**config.mk**
```make
export PLATFORM = sky130hd
export DESIGN_NAME = decimation_flat
export DESIGN_NICKNAME = d
export VERILOG_FILES = /design/src/rtl/decimation_if.sv /design/src/rtl/decimation.sv /design/src/flat_wrapper.sv
export SDC_FILE = /design/constraint.sdc
export NUM_CORES = 1
export LEC_CHECK = 0
export CORE_ASPECT_RATIO = 2
export CORE_MARGIN = 8
export CORE_UTILIZATION = 64
export DETAILED_ROUTE_END_ITERATION = 7
export PLACE_DENSITY = 0.81
export SLEW_MARGIN = 5
export SYNTH_ARGS = -nofsm -noshare
export SYNTH_HDL_FRONTEND = slang
export SYNTH_SLANG_ARGS = --single-unit
```
**constraint.sdc**
```tcl
create_clock -name clk -period 18.05 [get_ports clk]
set_clock_uncertainty 0.05 [all_clocks]
set_input_delay 2.7075 -clock clk [delete_from_list [all_inputs] [get_ports clk]]
set_output_delay 2.7075 -clock clk [all_outputs]
set_load 0.1 [all_outputs]
```
**src/rtl/decimation_if.sv**
```systemverilog
// Sample stream bundle for the Rx decimation chain: ADC-rate input and decimated output.
interface decimation_if #(
  parameter int unsigned IN_W  = 12,
  parameter int unsigned OUT_W = 16
);
  logic                    in_valid;
  logic signed [IN_W-1:0]  in_sample;
  logic                    out_valid;
  logic signed [OUT_W-1:0] out_decimation;

  modport master (output in_valid, in_sample, input out_valid, out_decimation);
  modport slave  (input in_valid, in_sample, output out_valid, out_decimation);
endinterface

```
**src/rtl/decimation.sv**
```systemverilog
// Rx decimate-by-16: 3-stage CIC (R=8, M=1) followed by an 11-tap half-band decimator.
// Define DECIM_ROUND_EN for round-half-up before both scaling shifts (default: floor).
module decimation #(
  parameter int unsigned IN_W  = 12,
  parameter int unsigned CIC_W = 21,
  parameter int unsigned HB_W  = 15,
  parameter int unsigned OUT_W = 16
) (
  input  logic        clk,
  input  logic        rst,
  decimation_if.slave bus
);
  localparam int unsigned ACC_W   = 32;
  localparam int unsigned HB_TAPS = 11;
  localparam logic signed [ACC_W-1:0] C0 = ACC_W'(18);
  localparam logic signed [ACC_W-1:0] C2 = ACC_W'(-116);
  localparam logic signed [ACC_W-1:0] C4 = ACC_W'(610);
  localparam logic signed [ACC_W-1:0] C5 = ACC_W'(1024);
`ifdef DECIM_ROUND_EN
  localparam logic signed [CIC_W-1:0] CIC_HALF = CIC_W'(32);
  localparam logic signed [ACC_W-1:0] HB_HALF  = ACC_W'(1024);
`endif

  logic signed [CIC_W-1:0] int1, int2, int3;
  logic signed [CIC_W-1:0] comb1_d, comb2_d, comb3_d, cic_out;
  logic [2:0]              cic_phase;
  logic                    comb_trig, cic_valid, hb_phase, hb_eval;
  logic [HB_TAPS-1:0][HB_W-1:0] hb_line;

  logic signed [CIC_W-1:0] in_ext_c, int1_c, int2_c, int3_c;
  logic signed [CIC_W-1:0] comb1_c, comb2_c, comb3_c;
  logic signed [HB_W-1:0]  hb_in_c;
  logic signed [ACC_W-1:0] s0_c, s2_c, s4_c, mid_c, acc_c;
  logic signed [OUT_W-1:0] hb_out_c;

  function automatic logic signed [ACC_W-1:0] sx(input logic signed [HB_W-1:0] v);
    return {{(ACC_W-HB_W){v[HB_W-1]}}, v};
  endfunction

  // Datapath: integrator chain, comb chain, scaling and symmetric half-band MAC.
  always_comb begin
    in_ext_c = {{(CIC_W-IN_W){bus.in_sample[IN_W-1]}}, bus.in_sample};
    int1_c   = int1 + in_ext_c;
    int2_c   = int2 + int1_c;
    int3_c   = int3 + int2_c;
    comb1_c  = int3 - comb1_d;
    comb2_c  = comb1_c - comb2_d;
    comb3_c  = comb2_c - comb3_d;
`ifdef DECIM_ROUND_EN
    hb_in_c  = HB_W'((cic_out + CIC_HALF) >>> 6);
`else
    hb_in_c  = HB_W'(cic_out >>> 6);
`endif
    s0_c     = sx(hb_line[0]) + sx(hb_line[10]);
    s2_c     = sx(hb_line[2]) + sx(hb_line[8]);
    s4_c     = sx(hb_line[4]) + sx(hb_line[6]);
    mid_c    = sx(hb_line[5]);
    acc_c    = s0_c * C0 + s2_c * C2 + s4_c * C4 + mid_c * C5;
`ifdef DECIM_ROUND_EN
    hb_out_c = OUT_W'((acc_c + HB_HALF) >>> 11);
`else
    hb_out_c = OUT_W'(acc_c >>> 11);
`endif
  end

  always_ff @(posedge clk) begin
    if (rst) begin
      int1               <= '0;
      int2               <= '0;
      int3               <= '0;
      comb1_d            <= '0;
      comb2_d            <= '0;
      comb3_d            <= '0;
      cic_out            <= '0;
      cic_phase          <= '0;
      comb_trig          <= 1'b0;
      cic_valid          <= 1'b0;
      hb_phase           <= 1'b0;
      hb_eval            <= 1'b0;
      hb_line            <= '0;
      bus.out_valid      <= 1'b0;
      bus.out_decimation <= '0;
    end else begin
      if (bus.in_valid) begin
        int1      <= int1_c;
        int2      <= int2_c;
        int3      <= int3_c;
        cic_phase <= cic_phase + 3'd1;
      end
      comb_trig <= bus.in_valid && (cic_phase == 3'd7);

      // Comb stage runs one cycle after the 8th sample reaches the integrators.
      cic_valid <= comb_trig;
      if (comb_trig) begin
        comb1_d <= int3;
        comb2_d <= comb1_c;
        comb3_d <= comb2_c;
        cic_out <= comb3_c;
      end

      // Half-band: shift every CIC output, evaluate after every odd one.
      hb_eval <= cic_valid && hb_phase;
      if (cic_valid) begin
        hb_line  <= {hb_line[HB_TAPS-2:0], hb_in_c};
        hb_phase <= ~hb_phase;
      end

      bus.out_valid <= hb_eval;
      if (hb_eval) begin
        bus.out_decimation <= hb_out_c;
      end
    end
  end
endmodule

```
**src/flat_wrapper.sv**
```systemverilog
// flat-port wrapper written by rule: the top's interface ports become plain ports
module decimation_flat 
#(
  parameter int unsigned IN_W  = 12,
  parameter int unsigned CIC_W = 21,
  parameter int unsigned HB_W  = 15,
  parameter int unsigned OUT_W = 16
)
  (clk, rst, bus_in_valid, bus_in_sample, bus_out_valid, bus_out_decimation);
  decimation_if #(.IN_W(IN_W), .OUT_W(OUT_W)) bus_i ();
  input  logic clk;
  input  logic rst;
  input wire logic [$bits(bus_i.in_valid)-1:0] bus_in_valid;
  input wire logic [$bits(bus_i.in_sample)-1:0] bus_in_sample;
  output wire logic [$bits(bus_i.out_valid)-1:0] bus_out_valid;
  output wire logic [$bits(bus_i.out_decimation)-1:0] bus_out_decimation;
  assign bus_i.in_valid = bus_in_valid;
  assign bus_i.in_sample = bus_in_sample;
  assign bus_out_valid = bus_i.out_valid;
  assign bus_out_decimation = bus_i.out_decimation;
  decimation #(.IN_W(IN_W), .CIC_W(CIC_W), .HB_W(HB_W), .OUT_W(OUT_W)) u_core (.clk(clk), .rst(rst), .bus(bus_i));
endmodule
```
Yosys cells after proc, flatten, opt, wreduce, memory -nomap -nowiden
Index checks and enable logic that the tools add are counted.

Flip-flop bits (word level): 336. Latch bits: 0. RAM bits: 0. Bits in read-only memories: 0. Input port bits: 15. Output and inout port bits: 17. Logic and storage cells: 45. Memories: 0.

$add $sub $neg: 13. $mul: 3. Div/mod/pow operators: 0. Order comparisons: 0. Eq/ne operators: 1. Shift-type cells: 0. Mux-type cells: 0. Bitwise operators: 1. Reductions and logical operators: 2.

Operators by type and width (count): 21-bit subtractor (3); 27-bit adder (2); 15-bit by 15-bit adder with 16-bit output (3); 21-bit adder (2); 32-bit by 10-bit multiplier with 26-bit output, second input constant (1); 32-bit by 5-bit multiplier with 26-bit output, second input constant (1); 32-bit by 6-bit multiplier with 25-bit output, second input constant (1); 27-bit by 25-bit adder with 27-bit output (1); 21-bit by 12-bit adder with 21-bit output (1); 3-bit by 1-bit adder with 3-bit output, second input constant (1); 3-bit equality test, second input constant (1); 1-bit logical AND (2); 1-bit inverter (1).

Logic depth before layout (Yosys ltp)
Gate-level depths: netlist of run 1.

Depth after elaboration: 5. Gate-level depth with buffers: 39. Gate-level depth less buffers: 39.

Worst setup path before layout of run 1
No wires, ideal clock.

Path kind: register to register. Start point: reg u_core.hb_line[60] (netlist bit). End point: reg u_core.bus.out_decimation[14]. Setup time: 95 ps. Data arrival time: 8207 ps. Data required time: 17905 ps. Path slack: 9697 ps. Cell stages (with the launch flop): 37. Buffers on the path: 0. Clock period less this slack: 8353 ps. Cell sequence: dfxtp_1 ha_1 fa_1 a21o_1 a21oi_1 o21ai_0 a21oi_1 o21bai_1 a21o_1 xor2_1 ha_1 ha_1 fa_1 ha_1 inv_1 fa_1 inv_1 ha_1 a21o_1 a21o_1 a31oi_1 nor2b_1 o21ai_0 nand2b_1 a21oi_1 xor2_1 fa_1 fa_1 inv_1 ha_1 a21oi_1 o21ai_0 a2111oi_0 o31ai_1 a31oi_1 o21bai_1 o311ai_1.

Cells in the longest elaborated chain, start to end: 4.

Ends and longest elaborated chain: from (decl) (RTL line decimation.sv:28) `logic [HB_TAPS-1:0][HB_W-1:0] hb_line;`; from (signal assigned) (RTL line decimation.sv:104) `hb_line <= {hb_line[HB_TAPS-2:0], hb_in_c};`; 15-bit by 15-bit adder with 16-bit output (RTL line decimation.sv:56) `s4_c = sx(hb_line[4]) + sx(hb_line[6]);`; 32-bit by 10-bit multiplier with 26-bit output (RTL line decimation.sv:58) `acc_c = s0_c * C0 + s2_c * C2 + s4_c * C4 + mid_c * C5;`; 27-bit adder (RTL line decimation.sv:58); 27-bit by 25-bit adder with 27-bit output (RTL line decimation.sv:58); to (signal assigned) (RTL line decimation.sv:110) `bus.out_decimation <= hb_out_c;`; to (decl) (RTL line decimation_if.sv:12) `modport slave (input in_valid, in_sample, output out_valid, out_decimation);`.

Every way passes these cells. A chain may end at the register's enable or synchronous reset.

Worst setup path in the final report of run 1
Same ends and word-level chain as after synthesis.

==> flow_metrics.env, run 1 <==
export IMPL_final_instance_count_excl_fill=3315
export IMPL_cp_start_kind="flip-flop"
export IMPL_clkPwrFrac_pct=16.9
export IMPL_cp_end_kind="flip-flop"
export IMPL_rows=102
export IMPL_ys_seq_area_share_pct=26.3
export IMPL_setup_ws_ps=8230
export IMPL_route_detailed_drc=0
export IMPL_slew_viol_final=0
export IMPL_drive_gt1_share_pct=3.40
export IMPL_first_global_vias=20300
export IMPL_synthesis_nets=3240
export IMPL_ys_seq_elements=330
export IMPL_dp_cells=3259
export IMPL_met3_usage_pct=2.62
export IMPL_cts_buffer_depth=3
export IMPL_die_area_um2=46300
export IMPL_final_util_pct=69.5
export IMPL_cpPeakStageDelay_ps=620
export IMPL_final_area_um2=27000
export IMPL_io_pins=32
export IMPL_seqPwrFrac_pct=20.5
export IMPL_cts_setup_buffers=0
export IMPL_yosysWarnings=0
export IMPL_busiest_layer="met2"
export IMPL_track_usage_pct=25.9
export IMPL_die_y_um=296
export IMPL_syn2layout_area_growth_pct=7.22
export IMPL_clk_latency_ps=590
export IMPL_cts_tree="yes"
export IMPL_start_util_pct=64.8
export IMPL_fillers=3122
export IMPL_rsz0062_at_grt="no"
export IMPL_ys_top_cells_by_area="dfxtp_1 26%, ha_1 18%, mux2i_1 12%"
export IMPL_tns_ps=0
export IMPL_crit_path_frequent_cell="ha_1"
export IMPL_cts_root_buf="clkbuf_16"
export IMPL_syn_area_per_cell_um2=9.07
export IMPL_syn_inst=2772
export IMPL_netlist_area_um2=25100
export IMPL_num_vias=19500
export IMPL_status="complete, no violations"
export IMPL_first_iter_violations=803
export IMPL_place_ws_ps=8370
export IMPL_globalplace_congestion=0.918
export IMPL_nets=3239
export IMPL_peakVddDrop_mv=0.185
export IMPL_yosys_area_top_type="dfxtp_1"
export IMPL_core_um2=38800
export IMPL_antenna_found_initial=0
export IMPL_post_dp_cell_area_um2=25900
export IMPL_grt_use_met2_pct=50.9
export IMPL_combPwrFrac_pct=62.6
export IMPL_clock_sinks=330
export IMPL_ant_nets=0
export IMPL_postCtsHoldBufs=0
export IMPL_regToRegSetupSlack_ps=8230
export IMPL_power_switching_w=0.00176
export IMPL_crit_fanout=6
export IMPL_hpwl_um=46700
export IMPL_tightest_slew_ps=1110
export IMPL_grt_pass1_wl_um=97300
export IMPL_antennaDiodeCount=0
export IMPL_leakage_nw=12.2
export IMPL_port_buffers=31
export IMPL_cts_buffers_inserted=30
export IMPL_fmax_ghz=0.102
export IMPL_die_x_um=156
export IMPL_yosysUniqueCellTypes=78
export IMPL_cts_resized=0
export IMPL_swShare_pct=44.2
export IMPL_ys_async_sr_fraction_pct=0
export IMPL_intPower_w=0.00222
export IMPL_firstDrtPassIters=5
export IMPL_min_period_over_period_pct=54.4
export IMPL_layout_commonest_cell="nor2_1"
export IMPL_min_path_type="flip-flop to flip-flop"
export IMPL_maxCapViolations=0
export IMPL_clk_pin_slew_ps=70
export IMPL_min_period_ps=9820
export IMPL_ys_flop_type="dfxtp_1"
export IMPL_critical_path_required_ps=18490
export IMPL_vias_per_cell=5.89
export IMPL_hold_viol=0
export IMPL_grt_use_met1_pct=23.1
export IMPL_cp_arrival_ps=10260
export IMPL_critPathSlowestCell="a2111oi_0"
export IMPL_synth_top_area_share_pct=26.3
export IMPL_wirelength_um=58800
export IMPL_max_slew_margin_pct=26.1
export IMPL_grt_start_max_net_pins=157
export IMPL_setup_viol=0
export IMPL_synth_edf_count=0
export IMPL_post_drt_wl_per_cell_um=17.7
export IMPL_layout_common_cells="417 x nor2_1, 360 x ha_1, 328 x dfxtp_1"
export IMPL_grt_overflow=0
export IMPL_crit_type="flip-flop to flip-flop"
export IMPL_htreeDepth=1
export IMPL_power_density_nw_per_um2=148
==> registers in the layout, summed over array words and instances, names as in the netlist <==
name / cells
u_core.bus.out_decimation: 16
u_core.bus.out_valid: 1
u_core.cic_out: 15
u_core.cic_phase: 3
u_core.cic_valid: 1
u_core.comb1_d: 21
u_core.comb2_d: 21
u_core.comb3_d: 21
u_core.comb_trig: 1
u_core.hb_eval: 1
u_core.hb_line: 165
u_core.hb_phase: 1
u_core.int1: 21
u_core.int2: 21
u_core.int3: 21
==> final timing paths <==
| path | startpoint | end | depth (start not counted) |
|---|---|---|---|
| worst max-delay path | u_core.hb_line[60]$_SDFFE_PP0P_ | u_core.bus.out_decimation[14]$_SDFFE_PP0P_ | 36 |
| worst min-delay path | u_core.comb3_d[10]$_SDFFE_PP0P_ | u_core.comb3_d[10]$_SDFFE_PP0P_ | 2 |
| worst max register to register | u_core.hb_line[60]$_SDFFE_PP0P_ | u_core.bus.out_decimation[14]$_SDFFE_PP0P_ | 36 |
| worst min register to register | u_core.comb3_d[10]$_SDFFE_PP0P_ | u_core.comb3_d[10]$_SDFFE_PP0P_ | 2 |
==> per-stage QoR <==
stage,total power (W),hold WS [ps]
after floorplan,0.00277,400
after global routing,0.00430,457
after CTS,0.00397,427
after global placement,0.00317,413
after detailed placement,0.00328,414
final,0.00398,422
==> cell usage after synthesis (all sizes together) (44+ instances only) <==
cell type    n
nor3        44
xor2        67
xnor2      134
nor2       417
o21ai       76
mux2i      306
fa          93
nand2       80
dfxtp      330
a21oi      151
ha         360
inv        242
a21o        60
==> critical path, delay by kind of cell (launching register included) <==
family	cells	cell delay, ps
AOI/OAI and AO/OA	18	4180
adders and majority gates	11	4160
xor gates and xnor gates	2	700
buffers and inverters	3	140
and+or+nand+nor	2	160
DFF	1	330
==> logic make-up (layout without fill, tap and decap cells) <==
| group | count (synthesis) | in the layout | share of synthesized area [%] |
|---|---|---|---|
| AO/OA/AOI/OAI | 457 | 457 | 11.9 |
| XOR/XNOR | 202 | 202 | 7.09 |
| adder cells (fa/ha/maj) | 453 | 453 | 25.3 |
| buffers and inverters | 316 | 339 | 4.72 |
| flip-flops | 330 | 330 | 26.3 |
| multiplexers | 307 | 307 | 12.2 |
| AND/OR/NAND/NOR | 707 | 707 | 12.4 |
==> power by group through the flow <==
stage	logic [W]	registers (W)	clock network (W)
floorplan	0.00196	0.000816	0
global placement	0.00234	0.000828	0
detailed placement	0.00245	0.000830	0
CTS	0.00247	0.000814	0.000687
global route	0.00276	0.000819	0.000718
finish	0.00249	0.000814	0.000673
==> per-layer routing <==
metal  up-vias  wire length, µm  share of wire, %
li1       9575                -                 -
met1      9289            19900                34
met2       400            32300                55
met5         -                0                 0
met4         0             5200               8.8
met3       249             1410               2.4
==> area by class of cell <==
type	instances	area (µm²)	share of cell area, %
Tap cell	520	651	2.41
Inverter	242	908	3.37
Multi-Input combinational cell	2126	17400	64.4
Sequential cell	330	6610	24.5
Clock inverter	20	221	0.822
Timing Repair Buffer	41	388	1.44
Clock buffer	36	825	3.06
Power figures use the tool's default switching activity.
==> run 2, diff against run 1 <==
--- a/config.mk
+++ b/config.mk
@@ -7,9 +7,9 @@
 export LEC_CHECK = 0
 export CORE_ASPECT_RATIO = 2
 export CORE_MARGIN = 8
-export CORE_UTILIZATION = 64
+export CORE_UTILIZATION = 58
 export DETAILED_ROUTE_END_ITERATION = 7
-export PLACE_DENSITY = 0.81
+export PLACE_DENSITY = 0.77
 export SLEW_MARGIN = 5
 export SYNTH_ARGS = -nofsm -noshare
 export SYNTH_HDL_FRONTEND = slang
==> constraint.sdc (replaced) <==
create_clock -name clk -period 7.96 [get_ports clk]
set_clock_uncertainty 0.05 [all_clocks]
set_input_delay 1.194 -clock clk [delete_from_list [all_inputs] [get_ports clk]]
set_output_delay 1.194 -clock clk [all_outputs]
set_load 0.1 [all_outputs]
==> flow_metrics.env, run 2 (same netlist as run 1, synthesis figures left out) <==
export IMPL_syn2layout_area_growth_pct=17.0
export IMPL_antennaDiodeCount=0
export IMPL_cpPeakStageDelay_ps=530
export IMPL_cts_tree="yes"
export IMPL_rows=108
export IMPL_track_usage_pct=22.4
export IMPL_top_register="u_core.hb_line"
export IMPL_tightest_slew_ps=1150
export IMPL_setup_ws_ps=-310
export IMPL_final_instance_count_excl_fill=3528
export IMPL_largest_reg_flops=165
export IMPL_start_util_pct=58.3
export IMPL_fillers=3236
export IMPL_die_x_um=163
export IMPL_hold_viol=0
export IMPL_io_pins=32
export IMPL_critPathSlowestCell="fa_1"
export IMPL_layout_common_cells="411 x nor2_1, 331 x ha_1, 324 x dfxtp_1"
export IMPL_maxCapViolations=0
export IMPL_core_um2=43100
export IMPL_first_iter_violations=1072
export IMPL_place_ws_ps=-700
export IMPL_clock_sinks=330
export IMPL_antenna_found_initial=0
export IMPL_die_y_um=310
export IMPL_cp_start_kind="flip-flop"
export IMPL_violations="setup timing"
export IMPL_ant_nets=0
export IMPL_max_slew_margin_pct=23.3
export IMPL_slew_viol_final=0
export IMPL_met1_length_um=24700
export IMPL_cp_arrival_ps=8690
export IMPL_port_buffers=31
export IMPL_fmax_ghz=0.121
export IMPL_rsz0062_at_grt="yes"
export IMPL_postCtsHoldBufs=0
export IMPL_num_vias=19900
export IMPL_post_drt_wl_per_cell_um=16.4
export IMPL_peakVddDrop_mv=0.545
export IMPL_cp_end_kind="flip-flop"
export IMPL_p_total_w=0.00894
export IMPL_power_density_nw_per_um2=304
export IMPL_status="finished with violations"
export IMPL_clk_latency_ps=610
export IMPL_route_detailed_drc=0
export IMPL_nets=3423
export IMPL_cp_num_buf_inv=5
export IMPL_met3WireLength_um=1710
export IMPL_layout_commonest_cell="nor2_1"
export IMPL_drive_gt1_share_pct=14.1
export IMPL_min_period_ps=8270
export IMPL_wirelength_um=58000
export IMPL_grt_overflow=0
export IMPL_vias_per_cell=5.64
export IMPL_cts_root_buf="clkbuf_16"
export IMPL_cts_buffers_inserted=31
export IMPL_hpwl_um=41600
export IMPL_critical_path_required_ps=8370
export IMPL_clk_pin_slew_ps=60
export IMPL_topRoutingLayerUsed="met4"
export IMPL_min_period_over_period_pct=104
export IMPL_firstDrtPassIters=5
export IMPL_grt_start_max_net_pins=218
export IMPL_min_path_type="flip-flop to flip-flop"
export IMPL_cts_buffer_depth=3
export IMPL_crit_type="flip-flop to flip-flop"
export IMPL_leakage_nw=13.3
export IMPL_dp_cells=3447
export IMPL_dr_wl_met2_um=28900
export IMPL_path_delay_family="adder cells"
export IMPL_final_util_pct=68.2
export IMPL_die_area_um2=50700
export IMPL_first_global_vias=20100
export IMPL_htreeDepth=1
export IMPL_setup_viol=6
export IMPL_globalplace_congestion=0.894
export IMPL_crit_fanout=5
export IMPL_tns_ps=-1550
export IMPL_grt_pass1_wl_um=95600
==> run 2: final timing paths <==
kind | startpoint | endpoint | slack (ps) | cells after the start
hold reg to reg | u_core.comb3_d[0]$_SDFFE_PP0P_ | u_core.comb3_d[0]$_SDFFE_PP0P_ | 430 | 2
setup reg to reg | u_core.hb_line[60]$_SDFFE_PP0P_ | u_core.bus.out_decimation[15]$_SDFFE_PP0P_ | -310 | 36
hold / removal | u_core.comb3_d[0]$_SDFFE_PP0P_ | u_core.comb3_d[0]$_SDFFE_PP0P_ | 430 | 2
setup / recovery | u_core.hb_line[60]$_SDFFE_PP0P_ | u_core.bus.out_decimation[15]$_SDFFE_PP0P_ | -310 | 36
==> run 2: per-stage QoR <==
stage               hold slack (ps)  instance area [µm²]
global placement                408                27200
floorplan                       400                25200
CTS                             440                28900
global route                    455                29400
finish                          434                29400
detailed placement              428                27200
==> run 2: tightest hold or removal path, delay by kind of cell (launching register included) <==
kind | cells | cell delay [ps]
compound gates | 1 | 50
flops | 1 | 310
simple gates | 1 | 80
==> run 2: layer usage <==
layer | track usage, % | vias up
met5 | 0 | -
met4 | 9.37 | 0
met3 | 2.04 | 147
met2 | 39.8 | 335
met1 | 27.2 | 9498
li1 | - | 9911
==> run 2: cell type report <==
cell class / instances / area (µm²) / area share, %
multi-input combinational: 2126 / 18300 / 62.2
sequential: 330 / 6620 / 22.5
timing repair buffer: 224 / 1790 / 6.10
inverter: 242 / 908 / 3.09
clock buffer: 38 / 842 / 2.86
tap: 550 / 688 / 2.34
clock inverter: 18 / 253 / 0.859
==> run 2: repair_timing <==
item | 4_1_cts | 5_1_grt
gates resized for setup | 98 | 73
endpoints found under the hold margin | 0 | 0
pin swaps | 93 | 85
setup buffers | 16 | 12
setup endpoints to repair | 11 | 12
==> run 2: where the power goes <==
part	internal [W]	switching, W
clock network	0.000922	0.000696
logic	0.00243	0.00305
registers	0.00176	0.0000868
total	0.00510	0.00383
